[src/rtl/uart_cmd_rx.sv]
// UART command receiver: 8E1 frames (start, D0..D7, even parity, stop) assembled into
// {operand A, operand B, opcode}. Optional inter-byte timeout enabled by `define CMD_TIMEOUT_EN.
module uart_cmd_rx #(
    parameter int C_BPS        = 868,
    parameter int CNT_W        = 11,
    parameter int TIMEOUT_BITS = 32
) (
    input  logic       clk,
    input  logic       res,
    input  logic       RX,
    input  logic       en_RX_in,
    output logic       cmd_valid,
    output logic [7:0] cmd_a,
    output logic [7:0] cmd_b,
    output logic [1:0] cmd_op,
    output logic       cmd_err,
    output logic [1:0] cmd_err_code
);

    localparam logic [CNT_W-1:0] C_HALF = CNT_W'(C_BPS / 2 - 1);
    localparam logic [CNT_W-1:0] C_FULL = CNT_W'(C_BPS - 1);

    localparam logic [1:0] E_TIMEOUT = 2'd0;
    localparam logic [1:0] E_PARITY  = 2'd1;
    localparam logic [1:0] E_FRAME   = 2'd2;
    localparam logic [1:0] E_OPCODE  = 2'd3;

    typedef enum logic [2:0] {
        S_IDLE   = 3'd0,
        S_START  = 3'd1,
        S_DATA   = 3'd2,
        S_PARITY = 3'd3,
        S_STOP   = 3'd4
    } state_t;

    state_t           r_state;
    logic             r_rx_meta;
    logic             r_rxs;
    logic [CNT_W-1:0] r_cnt;
    logic [2:0]       r_bit;
    logic [7:0]       r_data;
    logic             r_par;
    logic [1:0]       r_idx;
    logic [7:0]       r_a;
    logic [7:0]       r_b;
    logic             r_cmd_valid;
    logic [7:0]       r_cmd_a;
    logic [7:0]       r_cmd_b;
    logic [1:0]       r_cmd_op;
    logic             r_cmd_err;
    logic [1:0]       r_cmd_err_code;
    logic [2:0]       w_dec;

    // Even parity: the parity bit equals the XOR of the data bits.
    function automatic logic f_even_par(input logic [7:0] d);
        return ^d;
    endfunction

    // Opcode decode: {legal, op[1:0]}.
    function automatic logic [2:0] f_decode(input logic [7:0] b);
        case (b)
            8'h0a:   return 3'b100;
            8'h0b:   return 3'b101;
            8'h0c:   return 3'b110;
            8'h0d:   return 3'b111;
            default: return 3'b000;
        endcase
    endfunction

    assign w_dec = f_decode(r_data);

`ifdef CMD_TIMEOUT_EN
    localparam int GAP_LIM = TIMEOUT_BITS * C_BPS;
    localparam int GAP_W   = $clog2(GAP_LIM);
    logic [GAP_W-1:0] r_gap;
`else
    logic w_unused_cfg;
    assign w_unused_cfg = (TIMEOUT_BITS > 0);
`endif

    // Two-flop synchroniser for the asynchronous serial line; idles high.
    always_ff @(posedge clk) begin
        if (res) begin
            r_rx_meta <= 1'b1;
            r_rxs     <= 1'b1;
        end else begin
            r_rx_meta <= RX;
            r_rxs     <= r_rx_meta;
        end
    end

    // Bit-level FSM, byte checks, command assembly and registered result pulses.
    always_ff @(posedge clk) begin
        if (res) begin
            r_state        <= S_IDLE;
            r_cnt          <= '0;
            r_bit          <= 3'd0;
            r_data         <= 8'h00;
            r_par          <= 1'b0;
            r_idx          <= 2'd0;
            r_a            <= 8'h00;
            r_b            <= 8'h00;
            r_cmd_valid    <= 1'b0;
            r_cmd_a        <= 8'h00;
            r_cmd_b        <= 8'h00;
            r_cmd_op       <= 2'd0;
            r_cmd_err      <= 1'b0;
            r_cmd_err_code <= 2'd0;
`ifdef CMD_TIMEOUT_EN
            r_gap          <= '0;
`endif
        end else begin
            r_cmd_valid <= 1'b0;
            r_cmd_err   <= 1'b0;
            if (!en_RX_in) begin
                r_state <= S_IDLE;
                r_idx   <= 2'd0;
                r_cnt   <= '0;
                r_bit   <= 3'd0;
`ifdef CMD_TIMEOUT_EN
                r_gap   <= '0;
`endif
            end else begin
                case (r_state)
                    S_IDLE: begin
                        if (!r_rxs) begin
                            r_cnt   <= '0;
                            r_state <= S_START;
                        end
                    end
                    S_START: begin
                        // Mid start bit: a high line here means the falling edge was a glitch.
                        if (r_cnt == C_HALF) begin
                            r_cnt <= '0;
                            r_bit <= 3'd0;
                            if (r_rxs) begin
                                r_state <= S_IDLE;
                            end else begin
                                r_state <= S_DATA;
                            end
                        end else begin
                            r_cnt <= r_cnt + CNT_W'(1);
                        end
                    end
                    S_DATA: begin
                        if (r_cnt == C_FULL) begin
                            r_cnt  <= '0;
                            r_data <= {r_rxs, r_data[7:1]};
                            r_bit  <= r_bit + 3'd1;
                            if (r_bit == 3'd7) begin
                                r_state <= S_PARITY;
                            end
                        end else begin
                            r_cnt <= r_cnt + CNT_W'(1);
                        end
                    end
                    S_PARITY: begin
                        if (r_cnt == C_FULL) begin
                            r_cnt   <= '0;
                            r_par   <= r_rxs;
                            r_state <= S_STOP;
                        end else begin
                            r_cnt <= r_cnt + CNT_W'(1);
                        end
                    end
                    S_STOP: begin
                        if (r_cnt == C_FULL) begin
                            r_cnt   <= '0;
                            r_state <= S_IDLE;
                            if (!r_rxs) begin
                                r_cmd_err      <= 1'b1;
                                r_cmd_err_code <= E_FRAME;
                                r_idx          <= 2'd0;
                            end else if (r_par != f_even_par(r_data)) begin
                                r_cmd_err      <= 1'b1;
                                r_cmd_err_code <= E_PARITY;
                                r_idx          <= 2'd0;
                            end else begin
                                case (r_idx)
                                    2'd0: begin
                                        r_a   <= r_data;
                                        r_idx <= 2'd1;
                                    end
                                    2'd1: begin
                                        r_b   <= r_data;
                                        r_idx <= 2'd2;
                                    end
                                    default: begin
                                        // Operands reach the outputs only with a complete, legal command.
                                        r_idx <= 2'd0;
                                        if (w_dec[2]) begin
                                            r_cmd_valid <= 1'b1;
                                            r_cmd_a     <= r_a;
                                            r_cmd_b     <= r_b;
                                            r_cmd_op    <= w_dec[1:0];
                                        end else begin
                                            r_cmd_err      <= 1'b1;
                                            r_cmd_err_code <= E_OPCODE;
                                        end
                                    end
                                endcase
                            end
                        end else begin
                            r_cnt <= r_cnt + CNT_W'(1);
                        end
                    end
                    default: begin
                        r_state <= S_IDLE;
                        r_cnt   <= '0;
                    end
                endcase
`ifdef CMD_TIMEOUT_EN
                // Gap timer only runs between bytes of a partially received command.
                if ((r_state == S_IDLE) && (r_idx != 2'd0)) begin
                    if (!r_rxs) begin
                        r_gap <= '0;
                    end else if (r_gap == GAP_W'(GAP_LIM - 1)) begin
                        r_gap          <= '0;
                        r_idx          <= 2'd0;
                        r_cmd_err      <= 1'b1;
                        r_cmd_err_code <= E_TIMEOUT;
                    end else begin
                        r_gap <= r_gap + GAP_W'(1);
                    end
                end else begin
                    r_gap <= '0;
                end
`endif
            end
        end
    end

    assign cmd_valid    = r_cmd_valid;
    assign cmd_a        = r_cmd_a;
    assign cmd_b        = r_cmd_b;
    assign cmd_op       = r_cmd_op;
    assign cmd_err      = r_cmd_err;
    assign cmd_err_code = r_cmd_err_code;

endmodule

[config.mk]
export PLATFORM = sky130hd
export DESIGN_NAME = uart_cmd_rx
export DESIGN_NICKNAME = d
export VERILOG_FILES = /design/src/rtl/uart_cmd_rx.sv
export SDC_FILE = /design/constraint.sdc
export NUM_CORES = 1
export LEC_CHECK = 0
export ABC_CLOCK_PERIOD_IN_PS = 3400
export CAP_MARGIN = 20
export CORE_ASPECT_RATIO = 1.75
export CORE_UTILIZATION = 33
export CTS_CLUSTER_SIZE = 14
export DETAILED_ROUTE_END_ITERATION = 16
export GPL_TIMING_DRIVEN = 0
export PLACE_DENSITY = 0.54
export SLEW_MARGIN = 20
export SYNTH_ARGS = -nofsm -noshare
export SYNTH_HDL_FRONTEND = slang
export SYNTH_SLANG_ARGS = --single-unit
[constraint.sdc]
create_clock -name clk -period 3.4 [get_ports clk]
set_input_delay 0.34 -clock clk [delete_from_list [all_inputs] [get_ports clk]]
set_output_delay 0.34 -clock clk [all_outputs]
set_load 0.02 [all_outputs]
==> impl_metrics.yaml <==
run_status:
  outcome: "finished, final reports clean"
clocking:
  cts.sinks: 68
  hold_buffers: 0
  cts_resized: 0
  clk_latency_ns: 0.33
  cts_made_buffers: 9
  clock_path_buffers: 2
  postCtsSetupBuffers: 0
  clk_root_buffer_cell: "clkbuf_16"
  clk_pin_slew_ns: 0.06
  cts_tree: "yes"
  htreeDepth: 3
logic_synthesis:
  yosysSeqAreaShare_pct: 44.2
  synthCells: 342
  async_flop_share_pct: 0
  synth_nets: 358
  netlist_top_cells_area: "dfxtp_1 44%, mux2i_1 9.1%, nand2_1 6.2%"
  syn-cell-area_mm2: 0.00308
  synth_edf_count: 0
  ys_warn_count: 0
  ys_seq_elements: 68
  syn_area_per_cell_um2: 9.00
  synth_flop_cell: "dfxtp_1"
  yosysTopAreaCell: "dfxtp_1"
  ys_types: 52
  synth_top_area_share_pct: 44.2
timing:
  setup_ws_ns: 0.529
  period_minus_slack_ns: 2.87
  fin_crit_sh_pct: 84.4
  fmax_mhz: 348
  tns_ns: 0
  worstMarginPinSlew_ns: 0.775
  slew_headroom_pct: 48.0
  slew_violations: 0
  report.final.hold_viol_count: 0
  rsz0062_at_grt: "false"
  finalSetupViolCount: 0
  finClkSkew_ns: 0.00537
global_route:
  overflow: 0
  grt_start_max_net_pins: 14
  grt_pass1_vias: 2529
  grt_pass1_wl_um: 12000
  grtUsageTotal_pct: 16.6
  antenna_found_initial: 0
layout:
  final_net_count: 393
  synthToLayoutAreaGrowth_pct: 22.8
  layout-drive-gt1-share_pct: 7.85
  n_antenna_cell: 0
  final_util_pct: 41.8
  fillers: 945
worst_setup_path:
  critPathCaptureType: "flip-flop"
  worstPathRequired_ns: 3.65
  cp_data_arrival_time_ns: 3.13
  crit_type: "flip-flop to flip-flop"
  cp_max_fo: 10
  cp-start-kind: "flip-flop"
drt:
  drt-initial-drc-count: 76
  ant_nets: 0
  wirelength_um: 7260
  firstDrtPassIters: 4
  via_count: 2485
  wire_per_inst_um: 14.5
  drc: 0
  via_per_inst: 4.95
die:
  num_rows: 46
  initial_core_util_pct: 34.1
  fp.dieH_um: 130
  num_io_pins: 26
  fp.dieArea_mm2: 0.00974
  die_x_um: 75.0
  core_area_mm2: 0.00904
power_and_ir_drop:
  p_per_area_mw_per_mm2: 472
  p_leak_nw: 1.39
  ir_drop_mv: 0.251
run:
  cap_viol_max_count: 0
place:
  place_ws_ns: 0.414
  gp_routability_congestion: 0.829
  dpl.hpwl_um: 5490
  numPortBuffers: 24
hold_path:
  hold_path.class: "flip-flop to flip-flop"
## final timing paths
kind,startpoint,endpoint,slack [ns],cells past startpoint
max,r_data[2],cmd_a[0],0.53,8
min reg2reg,r_rx_meta,r_rxs,0.41,1
max reg2reg,r_data[2],cmd_a[0],0.53,8
min,r_rx_meta,r_rxs,0.41,1
## layout make-up
| type | instances | area (µm²) | share of cell area (%) |
|---|---|---|---|
| Multi-Input combinational cell | 249 | 1620 | 42.9 |
| Sequential cell | 68 | 1360 | 36.0 |
| Timing Repair Buffer | 24 | 240 | 6.36 |
| Clock buffer | 10 | 239 | 6.32 |
| Tap cell | 120 | 150 | 3.97 |
| Clock inverter | 6 | 71.3 | 1.89 |
| Buffer | 15 | 58.8 | 1.56 |
| Inverter | 10 | 37.5 | 0.993 |
## sequential cells by signal, summed over array words and instances, names as in the netlist
| name | flops |
|---|---|
| cmd_a | 8 |
| cmd_b | 8 |
| cmd_err | 1 |
| cmd_err_code | 2 |
| cmd_op | 2 |
| cmd_valid | 1 |
| r_a | 8 |
| r_b | 8 |
| r_bit | 3 |
| r_cnt | 11 |
| r_data | 8 |
| r_idx | 2 |
| r_par | 1 |
| r_rx_meta | 1 |
| r_rxs | 1 |
| r_state | 3 |
## logic make-up after synthesis
kind of cell	count (synthesis)	synth area share, %
and+or+nand+nor	151	25.0
DFF	68	44.2
AOI/OAI and AO/OA	53	11.8
muxes	28	9.10
buffers and inverters	25	3.13
adders and majority gates	12	4.88
xor gates and xnor gates	5	1.87
## cell usage after synthesis, drive strengths merged, types with 3 or more instances
| master | number |
|---|---|
| clkbuf | 13 |
| dfxtp | 68 |
| nor2 | 42 |
| a22o | 3 |
| nor2b | 4 |
| nor4bb | 3 |
| nand2b | 7 |
| ha | 12 |
| nor3 | 4 |
| nand2 | 51 |
| nor4b | 3 |
| o21a | 3 |
| or4b | 4 |
| a31oi | 3 |
| nand4 | 3 |
| a21oi | 23 |
| inv | 10 |
| xnor2 | 3 |
| mux2i | 28 |
| o21ai | 4 |
| nand3 | 14 |
| a31o | 3 |
## metal layers
metal | up-vias | share of wire (%) | routed length (µm) | global-route usage [%]
met2 | 35 | 56 | 4040 | 31.3
met3 | 10 | 2.5 | 180 | 3.17
met4 | 0 | 2.1 | 149 | 8.32
met1 | 1169 | 40 | 2890 | 16.7
li1 | 1271 | - | - | -
met5 | - | 0 | 0 | 0
## critical path, cell delays in order (launching register included)
cell and delay (ns):
dfxtp_1 0.45, inv_1 0.08, ha_1 0.30, xnor2_1 0.23, xnor3_1 0.50, a2111oi_4 0.67
buf_2 0.33, nand2_1 0.09, a21oi_1 0.14
## where the power goes
part / total (mW) / leakage, nW / switching, mW / internal (mW)
clock: 0.950 / 0.146 / 0.356 / 0.594
combinational: 0.0347 / 0.698 / 0.0239 / 0.0108
sequential: 0.799 / 0.548 / 0.000844 / 0.798
total: 1.78 / 1.39 / 0.381 / 1.40
## through the flow
stage | power [mW] | hold WS (ns) | area, µm² | instances
6_report | 1.78 | 0.412 | 3780 | 502
5_1_grt | 1.85 | 0.428 | 3780 | 502
4_1_cts | 1.81 | 0.413 | 3780 | 502
3_5_place_dp | 0.852 | 0.400 | 3470 | 486
3_3_place_gp | 0.852 | 0.397 | 3470 | 486
2_1_floorplan | 0.839 | 0.389 | 3080 | 342
## cell usage in the layout, fill, tap and decap left out, types with 4 or more instances in the layout
master and count:
a21oi_1 23, nand2_1 51, clkbuf_1 13, dfxtp_1 68, mux2i_1 28, nor2b_1 4
ha_1 12, clkdlybuf4s50_1 24, nor3_1 4, nor2_1 42, inv_1 10, nand2b_1 7
clkbuf_16 9, nand3_1 14
Power figures use the tool's default switching activity.
